### src/rtl/bm_dag1_log_drv.sv
// ---------------------------------------------------------------------------------------------
// bm_dag1_log_drv
//
// Stimulus driver and response checker for the two-output DAG logic microbenchmark.
// An 8-bit Fibonacci LFSR produces one operand vector per RUN cycle. The vector is driven
// onto a_out/b_out/c_out/d_out. The expected DUT responses are rebuilt from a short vector
// history and compared with the returned dut_out0/dut_out1 at the end of every RUN cycle
// from the third vector onward.
//
// Ports:
//   clock      in   rising-edge clock
//   reset      in   synchronous, active-high reset
//   start      in   begin a run (honoured in IDLE and DONE only)
//   a_out      out  [BITS]  operand a to DUT
//   b_out      out  [BITS]  operand b to DUT
//   c_out      out          operand c to DUT
//   d_out      out          operand d to DUT
//   dut_out0   in   [BITS]  DUT out0
//   dut_out1   in           DUT out1
//   busy       out          high while RUN
//   done       out          high while DONE
//   pass       out          high in DONE when no mismatch was seen
//   err_count  out  [8]     saturating mismatch count
//   fail_vec   out  [8]     index of first mismatching vector, 8'hFF if none
// ---------------------------------------------------------------------------------------------
module bm_dag1_log_drv #(
    parameter int unsigned BITS        = 2,
    parameter int unsigned NUM_VECTORS = 16,
    parameter logic [7:0]  SEED        = 8'hA5
) (
    input  logic            clock,
    input  logic            reset,
    input  logic            start,
    output logic [BITS-1:0] a_out,
    output logic [BITS-1:0] b_out,
    output logic            c_out,
    output logic            d_out,
    input  logic [BITS-1:0] dut_out0,
    input  logic            dut_out1,
    output logic            busy,
    output logic            done,
    output logic            pass,
    output logic [7:0]      err_count,
    output logic [7:0]      fail_vec
);

    // An all-zero LFSR would lock up, so a zero seed is replaced.
    localparam logic [7:0] SEED_EFF = (SEED == 8'h00) ? 8'h01 : SEED;
    localparam logic [7:0] LAST_VEC = 8'(NUM_VECTORS - 1);
    localparam logic [7:0] NO_FAIL  = 8'hFF;

    typedef enum logic [1:0] {
        StIdle = 2'd0,
        StRun  = 2'd1,
        StDone = 2'd2
    } state_t;

    state_t          r_state;
    state_t          w_state_next;

    logic [7:0]      r_lfsr;
    logic [7:0]      w_lfsr_next;
    logic [7:0]      r_vec_count;
    logic [7:0]      r_err_count;
    logic [7:0]      r_fail_vec;

    // Vector history: a/b one vector back, c/d one and two vectors back.
    logic [BITS-1:0] r_a1;
    logic [BITS-1:0] r_b1;
    logic            r_c1;
    logic            r_d1;
    logic            r_c2;
    logic            r_d2;

    logic [BITS-1:0] w_a;
    logic [BITS-1:0] w_b;
    logic            w_c;
    logic            w_d;
    logic            w_start_run;
    logic            w_last_vec;
    logic            w_check_en;
    logic [BITS-1:0] w_exp0;
    logic            w_exp1;
    logic            w_mismatch;

    // Current vector fields straight from the LFSR state.
    assign w_a = r_lfsr[BITS-1:0];
    assign w_b = r_lfsr[2*BITS-1:BITS];
    assign w_c = r_lfsr[6];
    assign w_d = r_lfsr[7];

    assign w_lfsr_next = {r_lfsr[6:0], r_lfsr[7] ^ r_lfsr[5] ^ r_lfsr[4] ^ r_lfsr[3]};

    assign w_start_run = start && (r_state != StRun);
    assign w_last_vec  = (r_vec_count == LAST_VEC);

    // The first two vectors lack a full history, so they are never checked.
    assign w_check_en = (r_state == StRun) && (r_vec_count >= 8'd2);

    // exp0 reduces to zero, but it is built from the history so a stuck history shows up.
    assign w_exp0 = (r_a1 & r_b1) & (r_a1 ^ (r_a1 | r_b1));
    assign w_exp1 = (~w_c & w_d) | r_d1 | (r_c2 ^ r_d2);

    // Both outputs wrong in one cycle still counts as a single mismatch.
    assign w_mismatch = w_check_en && ((dut_out0 != w_exp0) || (dut_out1 != w_exp1));

    // -----------------------------------------------------------------------------------------
    // FSM: state register
    // -----------------------------------------------------------------------------------------
    always_ff @(posedge clock) begin
        if (reset) begin
            r_state <= StIdle;
        end else begin
            r_state <= w_state_next;
        end
    end

    // -----------------------------------------------------------------------------------------
    // FSM: next state
    // -----------------------------------------------------------------------------------------
    always_comb begin
        w_state_next = r_state;
        unique case (r_state)
            StIdle: begin
                if (start) begin
                    w_state_next = StRun;
                end
            end
            StRun: begin
                if (w_last_vec) begin
                    w_state_next = StDone;
                end
            end
            StDone: begin
                if (start) begin
                    w_state_next = StRun;
                end
            end
            default: begin
                w_state_next = StIdle;
            end
        endcase
    end

    // -----------------------------------------------------------------------------------------
    // FSM: outputs
    // -----------------------------------------------------------------------------------------
    always_comb begin
        a_out = '0;
        b_out = '0;
        c_out = 1'b0;
        d_out = 1'b0;
        busy  = 1'b0;
        done  = 1'b0;
        pass  = 1'b0;
        unique case (r_state)
            StIdle: begin
            end
            StRun: begin
                a_out = w_a;
                b_out = w_b;
                c_out = w_c;
                d_out = w_d;
                busy  = 1'b1;
            end
            StDone: begin
                done = 1'b1;
                pass = (r_err_count == 8'd0);
            end
            default: begin
            end
        endcase
    end

    assign err_count = r_err_count;
    assign fail_vec  = r_fail_vec;

    // -----------------------------------------------------------------------------------------
    // Datapath: LFSR, vector counter, history and checker
    // -----------------------------------------------------------------------------------------
    always_ff @(posedge clock) begin
        if (reset || w_start_run) begin
            r_lfsr      <= SEED_EFF;
            r_vec_count <= 8'd0;
            r_err_count <= 8'd0;
            r_fail_vec  <= NO_FAIL;
            r_a1        <= '0;
            r_b1        <= '0;
            r_c1        <= 1'b0;
            r_d1        <= 1'b0;
            r_c2        <= 1'b0;
            r_d2        <= 1'b0;
        end else if (r_state == StRun) begin
            r_lfsr      <= w_lfsr_next;
            r_vec_count <= r_vec_count + 8'd1;
            r_a1        <= w_a;
            r_b1        <= w_b;
            r_c1        <= w_c;
            r_d1        <= w_d;
            r_c2        <= r_c1;
            r_d2        <= r_d1;
            if (w_mismatch) begin
                if (r_err_count != 8'hFF) begin
                    r_err_count <= r_err_count + 8'd1;
                end
                if (r_fail_vec == NO_FAIL) begin
                    r_fail_vec <= r_vec_count;
                end
            end
        end
    end

endmodule
### config.mk
export PLATFORM = sky130hd
export DESIGN_NAME = bm_dag1_log_drv
export DESIGN_NICKNAME = d
export VERILOG_FILES = /design/src/rtl/bm_dag1_log_drv.sv
export SDC_FILE = /design/constraint.sdc
export NUM_CORES = 1
export LEC_CHECK = 0
export ABC_AREA = 0
export CORE_MARGIN = 2
export CORE_UTILIZATION = 30
export DETAILED_ROUTE_END_ITERATION = 12
export PLACE_DENSITY = 0.61
export RECOVER_POWER = 100
export SYNTH_ARGS = -nofsm -noshare
export SYNTH_HDL_FRONTEND = slang
export SYNTH_SLANG_ARGS = --single-unit
### constraint.sdc
create_clock -name clock -period 5.28 [get_ports clock]
set_clock_uncertainty 0.1 [all_clocks]
set_input_delay 0.792 -clock clock [delete_from_list [all_inputs] [get_ports clock]]
set_output_delay 0.792 -clock clock [all_outputs]
set_load 0.005 [all_outputs]
==> key figures <==
Run status
  • Status: finished clean

GRT
  • Largest net degree at the start of global routing: 23
  • Gr usage total: 13.2%
  • Vias in the first global route: between 1k and 1.5k
  • Gr ovfl total: 0
  • First-pass GRT wire length: around 6.6 mm
  • Antenna violations before repair: 0

Floorplan
  • Rows: 27
  • # IOs: 31
  • Core area: ~0.0055 mm^2
  • Die Wd: 79.6 um
  • Die Ht: 79.6 um
  • DIE AREA: 0.00634 mm^2
  • Starting Density: between 30% and 40%

Logic synthesis
  • Yosys reg bits: 38
  • Post-synth EDFFs: 0
  • Asr flop ratio synth: 0%
  • Sequential share of the synthesized area: roughly 44%
  • Area share of the largest cell type after synthesis: 44.3%
  • Top cells by count, synth: dfxtp_1 (38), nand2_1 (34), nand3_1 (23), nor2_1 (16), a21oi_1 (15)
  • Mapped Nets: ~220
  • Synth area leaders: dfxtp_1 (44%), nand2_1 (7.4%), nand3_1 (6.7%)
  • Netlist Area Pre-Place: ~0.0017 mm^2
  • Synthesized instance count: 208
  • Cell with the most instances after synthesis: dfxtp_1
  • Post-synth top flop: dfxtp_1
  • Yosys warnings: 0
  • Syn avg cell area: slightly above 8 um^2
  • Yosys top cell by area: dfxtp_1
  • Netlist cell types: 37

Worst setup path
  • Slowest stage cell, crit path: clkinv_1
  • Crit Path Max Fanout: 19
  • CP Data Arrival Time: 2.71 ns
  • Crit path capture type: primary output
  • Worst R2R Setup Slack: between 2 and 3 ns
  • Reg-to-reg startpoint: r_state[1]
  • Worst EP required: around 4.4 ns
  • CP cell instances: nand2b_1, clkinv_1, and2_0, dlygate4sd3_1
  • R2r worst-path depth: 6
  • CP startpoint kind: flop
  • Crit Path Class: flop to primary output
  • Slowest cell delay on critical path: roughly 0.62 ns
  • RR Endpoint: r_vec_count[6]

Pwr
  • Power Density: between 200 and 300 mW/mm^2
  • Lkg Pwr: approximately 0.89 nW
  • Worst vdd ir: roughly 130 uV
  • Overall power: about 0.00056 W

Clock tree
  • Root Driver: clkbuf_8
  • # Post-CTS Setup Buffers: 0
  • Clock insertion delay at the later pin of the skew report: around 0.29 ns
  • CTS Buf Count: 5
  • Clock transition at path regs: ~0.08 ns
  • Cts hold-fix bufs: 0
  • Clock buffer depth: 2
  • PostCTS Resize Cnt: 0
  • CTS tree: yes
  • H-tree depth: 2
  • CTS Sinks: 38

Min path
  • Hold crit path type: flop to flop
  • Hold path startpoint: r_c1
  • Hold path depth: 2
  • Hold endpoint: r_c2

Detailed routing
  • Final ANT Viol Nets: 0
  • WL final: roughly 3.8 mm
  • Detailed-route vias per instance: a little under 5
  • Routed met3 length: around 160 um
  • Met2 routed wirelength: around 1.5 mm
  • Starting DRC count in detailed routing: 77
  • Initial DRT Pass Iterations: 4
  • DR top layer: met4
  • Wl on met1: 2.01 mm
  • Per-cell routed wire length: around 12 um
  • DRC: 0
  • Via Count: 1,542

Timing
  • Max-Slew Margin vs Limit: between 40 and 50%
  • Final period utilization: between 60% and 70%
  • RSZ-0062 raised after global routing: no
  • Worst Tran Pin Value: a little under 0.8 ns
  • Final setup fails: 0
  • F_max: 277 MHz
  • Slew Viols, Final: 0
  • Final count of hold timing violations: 0
  • Final min period: 3.61 ns
  • Setup TNS: 0 ns

Finish
  • Layout area overhead: 25.6%
  • Footprint of the multi-input gates: approximately 860 um^2
  • Register area: 761 um^2
  • Share of cells above drive strength 1: under 10%
  • Fillers: 581
  • NumNets Final: 248
  • Ant diodes: 0

Place
  • Port bufs: 30
  • Detailed-placement wirelength estimate: 2.68 mm
  • GP Congestion: ~0.76

Flow run
  • Max Cap Violations: 0
## layout by cell type (no fill, tap or decap), types with 2 or more instances in the layout
master / instances
dfxtp_1: 38
nand2_1: 34
dlygate4sd3_1: 27
nand3_1: 23
nor2_1: 16
a21oi_1: 15
inv_1: 11
nand4_1: 8
xnor2_1: 6
clkbuf_8: 6
xor2_1: 4
o21ai_0: 4
ha_1: 4
nand2b_1: 3
nor4_1: 3
and4_1: 3
nor3_1: 3
clkdlybuf4s50_1: 3
nor2b_1: 2
or3_1: 2
and3_1: 2
a41o_1: 2
o211ai_1: 2
o311ai_0: 2
o41ai_1: 2
## cell type report
cell class,instances,area share (%)
Tap cell,72,4.18
Multi-Input combinational cell,150,39.8
Clock buffer,6,3.83
Sequential cell,38,35.3
Clock inverter,2,0.580
Inverter,12,2.09
Timing Repair Buffer,31,14.3
## critical path: cells and delay by family, from the launching register on
family                 cells  cell delay, ns
and+or+nand+nor            2            0.91
DFF                        1            0.32
buffers and inverters      2            1.20
## metal layers
metal	global-route usage (%)	vias up
li1	-	795
met1	19.0	709
met2	18.5	32
met3	3.73	6
met4	5.34	0
met5	0	-
## metrics by stage
stage	hold slack, ns	utilization [%]	instance area [um^2]	setup slack, ns	std cells
6_report	0.360	39.2	2160	1.67	311
5_1_grt	0.384	39.2	2160	1.41	311
4_1_cts	0.360	39.3	2160	1.79	311
3_5_place_dp	0.349	37.6	2070	2.12	303
3_3_place_gp	0.339	37.6	2070	2.14	303
2_1_floorplan	0.332	-	1720	2.88	208
## how the worst max path moves through the flow
| stage | from | endpoint | depth (start not counted) |
|---|---|---|---|
| 2_1_floorplan | dut_out0[0] | err_count[3] | 6 |
| 3_3_place_gp | r_state[1] | d_out | 4 |
| 3_5_place_dp | r_state[1] | d_out | 4 |
| 4_1_cts | r_state[1] | d_out | 4 |
| 5_1_grt | r_state[1] | d_out | 4 |
| 6_report | r_state[1] | d_out | 4 |
## registers in the layout, summed over array words and instances (netlist names)
name	cells
r_state	2
r_d2	1
fail_vec	8
r_vec_count	8
r_c1	1
r_d1	1
r_lfsr	8
r_c2	1
err_count	8
## power breakdown
group,internal [W],leakage (nW),switching (W)
Combinational,0.0000223,0.533,0.0000337
Sequential,0.000294,0.308,0.00000611
Clock,0.000105,0.0472,0.000103
Total,0.000421,0.889,0.000143
## kinds of logic after synthesis
| kind of cell | count (synthesis) | share of synthesized area (%) |
|---|---|---|
| fa+ha+maj | 4 | 2.92 |
| buf+inv | 20 | 5.25 |
| xor+xnor | 10 | 5.10 |
| compound gates | 34 | 13.2 |
| flops | 38 | 44.3 |
| simple gates | 102 | 29.2 |
(Power assumes the default switching activity.)
